==> config.mk <==
export PLATFORM = sky130hd
export DESIGN_NAME = instr_encoder_loader
export DESIGN_NICKNAME = d
export VERILOG_FILES = /design/src/rtl/instr_encoder_loader.sv
export SDC_FILE = /design/constraint.sdc
export NUM_CORES = 1
export LEC_CHECK = 0
export CAP_MARGIN = 30
export CELL_PAD_IN_SITES_DETAIL_PLACEMENT = 1
export CELL_PAD_IN_SITES_GLOBAL_PLACEMENT = 2
export CORE_MARGIN = 4
export CORE_UTILIZATION = 21
export CTS_CLUSTER_SIZE = 24
export DETAILED_ROUTE_END_ITERATION = 7
export PLACE_DENSITY = 0.82
export SETUP_SLACK_MARGIN = 0.3
export SLEW_MARGIN = 25
export SYNTH_ARGS = -nofsm -noshare
export SYNTH_HDL_FRONTEND = slang
export SYNTH_SLANG_ARGS = --single-unit
==> constraint.sdc <==
create_clock -name clk -period 1.8 [get_ports clk]
set_input_delay 0.36 -clock clk [delete_from_list [all_inputs] [get_ports clk]]
set_output_delay 0.36 -clock clk [all_outputs]
set_load 0.005 [all_outputs]
==> src/rtl/instr_encoder_loader.sv <==
// Encodes symbolic MIPS instructions from a valid/ready stream and writes
// the packed words to instruction memory at consecutive word addresses.
module instr_encoder_loader #(
  parameter int ADDR_WIDTH = 6
) (
  input  logic                  clk,
  input  logic                  reset,
  input  logic                  start,
  input  logic                  in_valid,
  output logic                  in_ready,
  input  logic [3:0]            mnem,
  input  logic [4:0]            rs,
  input  logic [4:0]            rt,
  input  logic [4:0]            rd,
  input  logic [15:0]           imm,
  input  logic [25:0]           target,
  input  logic                  last,
  output logic                  imem_we,
  output logic [ADDR_WIDTH+1:0] imem_addr,
  output logic [31:0]           imem_wdata,
  output logic                  busy,
  output logic                  done,
  output logic                  err_illegal,
  output logic                  err_full,
  output logic [ADDR_WIDTH:0]   count
);

  typedef enum logic [1:0] {
    S_IDLE,
    S_ACCEPT,
    S_WRITE,
    S_DONE
  } state_t;

  state_t                r_state;
  logic [ADDR_WIDTH-1:0] r_ptr;
  logic                  r_last;
  logic [31:0]           r_wdata;
  logic [ADDR_WIDTH+1:0] r_addr;
  logic                  r_err_ill;
  logic                  r_err_full;
  logic [ADDR_WIDTH:0]   r_count;

  logic                  w_legal;
  logic [31:0]           w_word;
  logic                  w_ptr_max;

  always_comb begin
    w_legal = 1'b1;
    w_word  = '0;
    unique case (mnem)
      4'd0:    w_word = {6'h00, rs, rt, rd, 5'd0, 6'h20};
      4'd1:    w_word = {6'h00, rs, rt, rd, 5'd0, 6'h22};
      4'd2:    w_word = {6'h00, rs, rt, rd, 5'd0, 6'h24};
      4'd3:    w_word = {6'h00, rs, rt, rd, 5'd0, 6'h25};
      4'd4:    w_word = {6'h00, rs, rt, rd, 5'd0, 6'h2A};
      4'd5:    w_word = {6'h23, rs, rt, imm};
      4'd6:    w_word = {6'h2B, rs, rt, imm};
      4'd7:    w_word = {6'h04, rs, rt, imm};
      4'd8:    w_word = {6'h08, rs, rt, imm};
      4'd9:    w_word = {6'h02, target};
      default: w_legal = 1'b0;
    endcase
  end

  assign w_ptr_max = (r_ptr == '1);

  // The write address is captured at the handshake: the pointer cannot move
  // before the following WRITE cycle, and the outputs then hold between writes.
  always_ff @(posedge clk) begin
    if (reset) begin
      r_state    <= S_IDLE;
      r_ptr      <= '0;
      r_last     <= 1'b0;
      r_wdata    <= '0;
      r_addr     <= '0;
      r_err_ill  <= 1'b0;
      r_err_full <= 1'b0;
      r_count    <= '0;
    end else begin
      unique case (r_state)
        S_IDLE, S_DONE: begin
          if (start) begin
            r_state    <= S_ACCEPT;
            r_ptr      <= '0;
            r_count    <= '0;
            r_err_ill  <= 1'b0;
            r_err_full <= 1'b0;
          end
        end
        S_ACCEPT: begin
          if (in_valid) begin
            if (w_legal) begin
              r_wdata <= w_word;
              r_addr  <= {r_ptr, 2'b00};
              r_last  <= last;
              r_state <= S_WRITE;
            end else begin
              r_err_ill <= 1'b1;
              if (last) r_state <= S_DONE;
            end
          end
        end
        S_WRITE: begin
          r_count <= r_count + 1'b1;
          if (r_last) begin
            r_state <= S_DONE;
          end else if (w_ptr_max) begin
            r_err_full <= 1'b1;
            r_state    <= S_DONE;
          end else begin
            r_ptr   <= r_ptr + 1'b1;
            r_state <= S_ACCEPT;
          end
        end
        default: r_state <= S_IDLE;
      endcase
    end
  end

  assign in_ready    = (r_state == S_ACCEPT);
  assign imem_we     = (r_state == S_WRITE);
  assign busy        = (r_state == S_ACCEPT) || (r_state == S_WRITE);
  assign done        = (r_state == S_DONE);
  assign imem_addr   = r_addr;
  assign imem_wdata  = r_wdata;
  assign err_illegal = r_err_ill;
  assign err_full    = r_err_full;
  assign count       = r_count;

endmodule

# Yosys cells after proc, flatten, opt, wreduce, memory -nomap -nowiden
# Cells that the tools add are included.
# totals
regBits,56
in_bits,66
out_inout_bits,53
# op_classes
addsub,2
n_eq_ne,20
muxes,22
reduce_logical,13
# op_table
operator,count
case mux 32 bit (10 select lines),1
2-to-1 mux 6 bit,3
"== test 4 x 3 -> 1 bit, second input constant",4
case mux 7 bit (2 select lines),1
2-to-1 mux 2 bit,6
case mux 6 bit (2 select lines),1
AND reduction 4 bit,3
"inequality test 2 bit, second input constant",5
OR reduction 10 bit,1
"== test 4 x 2 -> 1 bit, second input constant",2
"== test 4 bit, second input constant",2
"adder 7 x 1 -> 7 bit, second input constant",1
2-to-1 mux 7 bit,1
"adder 6 x 1 -> 6 bit, second input constant",1
"== test 6 bit, second input constant",1
2-to-1 mux 1 bit,6
case mux 2 bit (3 select lines),1
AND reduction 3 bit,2
"== test 2 bit, second input constant",2
"== test 4 x 1 -> 1 bit, second input constant",1
logical NOT 4 bit,1
case mux 1 bit (2 select lines),2
nonzero test 2 bit,2
"inequality test 3 x 1 -> 1 bit, second input constant",1
other kinds (6),6

# Depth between registers and ports, before layout
# depth
depth_word,6
depth_mapped,8
ltp_nobuf,6

# Least setup slack after synthesis
# Ideal clock, no wire load.
# synth_path
path_type,flip-flop to flip-flop
from,reg r_state[0]
to,reg r_ptr[0]
arrival_ps,1688
path_slack_ps,33
stages_incl_launch_ff,7
n_path_buf,1
synth_period_minus_slack_ps,1767
cell_sequence,dfxtp_1 -> inv_1 -> ha_1 -> buf_4 -> mux2i_1 -> or4b_2 -> o211ai_1
# synth_between
elab_chain_cells,4
# synth_rtl
element,line_no,rtl
from (decl),35,state_t r_state;
from (signal assigned),72,r_state <= S_IDLE;
from (signal assigned),84,r_state <= S_ACCEPT;
from (signal assigned),97,r_state <= S_WRITE;
== test 2 bit / logical NOT 2 bit (equally long branches),81,unique case (r_state)
OR reduction 2 bit,81,
inequality test 2 bit (no line) / nonzero test 2 bit (equally long branches),--,
AND reduction 4 bit (no line),--,
to (signal assigned),112,r_ptr <= r_ptr + 1'b1;
to (decl),36,logic [ADDR_WIDTH-1:0] r_ptr;
# Several ways; a longest one is shown, not always the timed one.
# A chain may end at the register's enable or synchronous reset.

# Worst setup path in the final report
# layout_path
from,reg r_state[1]
to,reg r_count[6] (netlist: count[6])
# layout_between
elab_chain_cells,4
# layout_rtl
element,line_no,rtl
== test 2 bit / logical NOT 2 bit (equally long branches),81,
OR reduction 2 bit,81,
inequality test 2 bit (no line) / nonzero test 2 bit (equally long branches),--,
AND reduction 2 bit (no line),--,
to (signal assigned),105,r_count <= r_count + 1'b1;
to (decl),42,logic [ADDR_WIDTH:0] r_count;
# Several ways; a longest one is shown, not always the timed one.

==> metrics.yaml <==
chipWidth_um: 121
port_buffers: 115
clkPwrFrac_pct: 30.5
worst_path_max_delay_cell: "or3_1"
critPathRequiredTime_ps: 2020
power_switching_w: 0.00111
finalInstanceArea_mm2: 0.00504
coreArea_mm2: 0.0126
setup_viol: 0
finalPower_w: 0.00374
dieArea_mm2: 0.0146
place_ws_ps: -424
place_area_mm2: 0.00422
cp_cell_sequence: "buf_6 -> ha_4 -> mux2_4 -> nand4_1 -> or3_1 -> a21oi_1"
worstSetupEndpointType: "flop"
swShare_pct: 29.8
drtIter0Drc: 123
synth_seq_cells: 54
ctsHoldBuffers: 0
cts.sinks: 54
status: "finished clean"
gr-total-overflow: 0
track_usage_pct: 14.0
finalCriticalPeriod_ps: 1680
io_pins: 119
timing.critical_path.max_delay_family: "simple AND/OR/NAND/NOR gates"
synth.top_cell.area_share_pct: 40.3
comb_power_share_pct: 33.8
drt_wl_total_mm: 10.8
die_h_um: 121
clockBufferDepth: 2
layout-drive-gt1-share_pct: 33.1
max_stage_delay_ps: 350
worstSetupPathType: "reg -> reg"
synth_common_cells: "dfxtp_1 (54), nor2_1 (41), nand2_1 (30)"
netlist_area_mm2: 0.00268
synthFlopType: "dfxtp_1"
vdd_drop_max_mv: 0.394
num_rows: 41
cts_buffers: 5
diodes: 0
synth-async-reset-ratio_pct: 0
place_hpwl_mm: 7.56
setup_ws_ps: 117
powerDensity_mw_per_mm2: 742
hold_viol: 0
placed_cells: 618
max_freq_mhz: 594
yosysSeqAreaShare_pct: 40.3
synth.distinct_cells: 51
antenna_found_initial: 0
maxCapViolCount: 0
start_util_pct: 21.3
cts_max_level: 2
ctsRootBufferMaster: "clkbuf_16"
path_clk_slew_ps: 80
drc: 0
rsz0062_at_grt: "true"
first_pass_iters: 6
fin_worst_skew_ps: 6.89
synth_area_leaders: "dfxtp_1 (40%), nor2_1 (5.7%), a221oi_1 (5.6%)"
wl_per_cell_um: 16.7
p_leak_nw: 2.16
dr_total_vias: 3006
critPathLaunchType: "flop"
min_path_type: "in -> reg"
antenna_left: 0
power_report.internal_total_w: 0.00263
area_delta_synth_final_pct: 88.1
syn_inst: 323
gp_congestion: 0.830
seqPwrFrac_pct: 35.7
vias_per_cell: 4.67
cts_tree: "yes"
fin_cells: 643
yosysMostFrequentCell: "dfxtp_1"
clkLatencyLatePin_ps: 290
path_buf_inv: 1
cp_max_fo: 5
synth_area_per_cell_um2: 8.30
crit_arrival_ps: 1900
grt_start_max_net_pins: 32
grt_pass1_vias: 3211
nets: 541
finalCritPeriodShare_pct: 93.5
fin_tns_setup_ps: 0
slew_viol_final: 0
synth_edf_count: 0
yosys.area.top_type: "dfxtp_1"
grt_first_pass_wirelength_mm: 16.5
yosysWarnings: 0
-- what timing repair did --
action / 4_1_cts / 5_1_grt
buffers inserted: 13 / 0
pin swaps: 18 / 19
gates cloned: 3 / 1
endpoints found under the setup margin: 101 / 64
gates resized for setup: 120 / 61
-- through the flow --
stage | util [%] | hold slack (ps)
after detailed placement | 33.6 | 450
after CTS | 37.9 | 279
final | 40.1 | 284
after floorplan | - | 448
after global routing | 40.1 | 284
after global placement | 33.6 | 445
-- per-layer routing --
layer  global-route usage [%]  vias up  wire length, um
met5                        0        -                0
met3                     3.82        4              527
met4                     2.83        0               72
met1                     15.9     1459             4270
li1                         -     1471                -
met2                     26.0       72             5900
-- final cells by class --
| cell class | instances | area (um^2) |
|---|---|---|
| clock inverter | 3 | 47.5 |
| fill | 1449 | 7530 |
| tap | 172 | 215 |
| sequential | 54 | 1100 |
| timing repair buffer | 168 | 1690 |
| inverter | 9 | 36.3 |
| multi-input combinational | 232 | 1820 |
| clock buffer | 5 | 125 |
-- flip-flops by register name, summed over array words and instances, names as in the netlist --
name / flops
count: 7
r_last: 1
r_state: 2
imem_addr: 6
err_illegal: 1
r_ptr: 6
err_full: 1
imem_wdata: 30
-- power groups by stage --
stage	Clock (W)	Combinational, W	Sequential (W)
2_1_floorplan	0	0.000444	0.00136
3_3_place_gp	0	0.000972	0.00136
3_5_place_dp	0	0.000994	0.00136
4_1_cts	0.00118	0.00116	0.00134
5_1_grt	0.00124	0.00137	0.00135
6_report	0.00114	0.00126	0.00133
-- path summary, 6_finish.rpt --
kind	startpoint	endpoint	slack, ps	depth (start not counted)
setup / recovery	r_state[1]$_SDFFE_PP0P_	count[6]$_SDFFE_PP0P_	120	6
hold / removal	reset	r_state[0]$_SDFFE_PP0P_	280	2
setup reg to reg	r_state[1]$_SDFFE_PP0P_	count[6]$_SDFFE_PP0P_	120	6
hold reg to reg	imem_addr[6]$_SDFFE_PP0P_	imem_addr[6]$_SDFFE_PP0P_	460	2
-- logic make-up (layout without fill, tap and decap cells) --
logic type                 count (synthesis)  in the layout  synth area share, %
other                                      1              3                0.140
and+or+nand+nor                          130            130                 23.7
AOI/OAI and AO/OA                         83             83                 22.1
buffers and inverters                     39            185                 7.28
muxes                                      6              6                 2.43
DFF                                       54             54                 40.3
adders and majority gates                  5              5                 2.33
xor gates and xnor gates                   5              5                 1.63
-- cells in the final DEF (no fill, tap or decap), drive strengths merged, types with 2 or more instances in the layout --
cell	Yosys	layout
dfxtp	54	54
buf	20	55
clkdlybuf4s50	0	60
a21oi	22	22
o211ai	2	2
nor2	41	41
o21ai	9	9
or3	3	3
nand3	4	4
mux2i	5	5
a222oi	5	5
conb	1	3
nand4b	5	5
and3	2	2
a31oi	2	2
nor3b	2	2
dlymetal6s2s	0	9
clkbuf	10	7
dlygate4sd2	0	41
o22ai	4	4
nor3	22	22
ha	5	5
nand2b	8	8
nand4	3	3
a221oi	17	17
inv	9	10
nand2	30	30
nand3b	5	5
xor2	4	4
a211oi	13	13
Power figures use the tool's default switching activity.
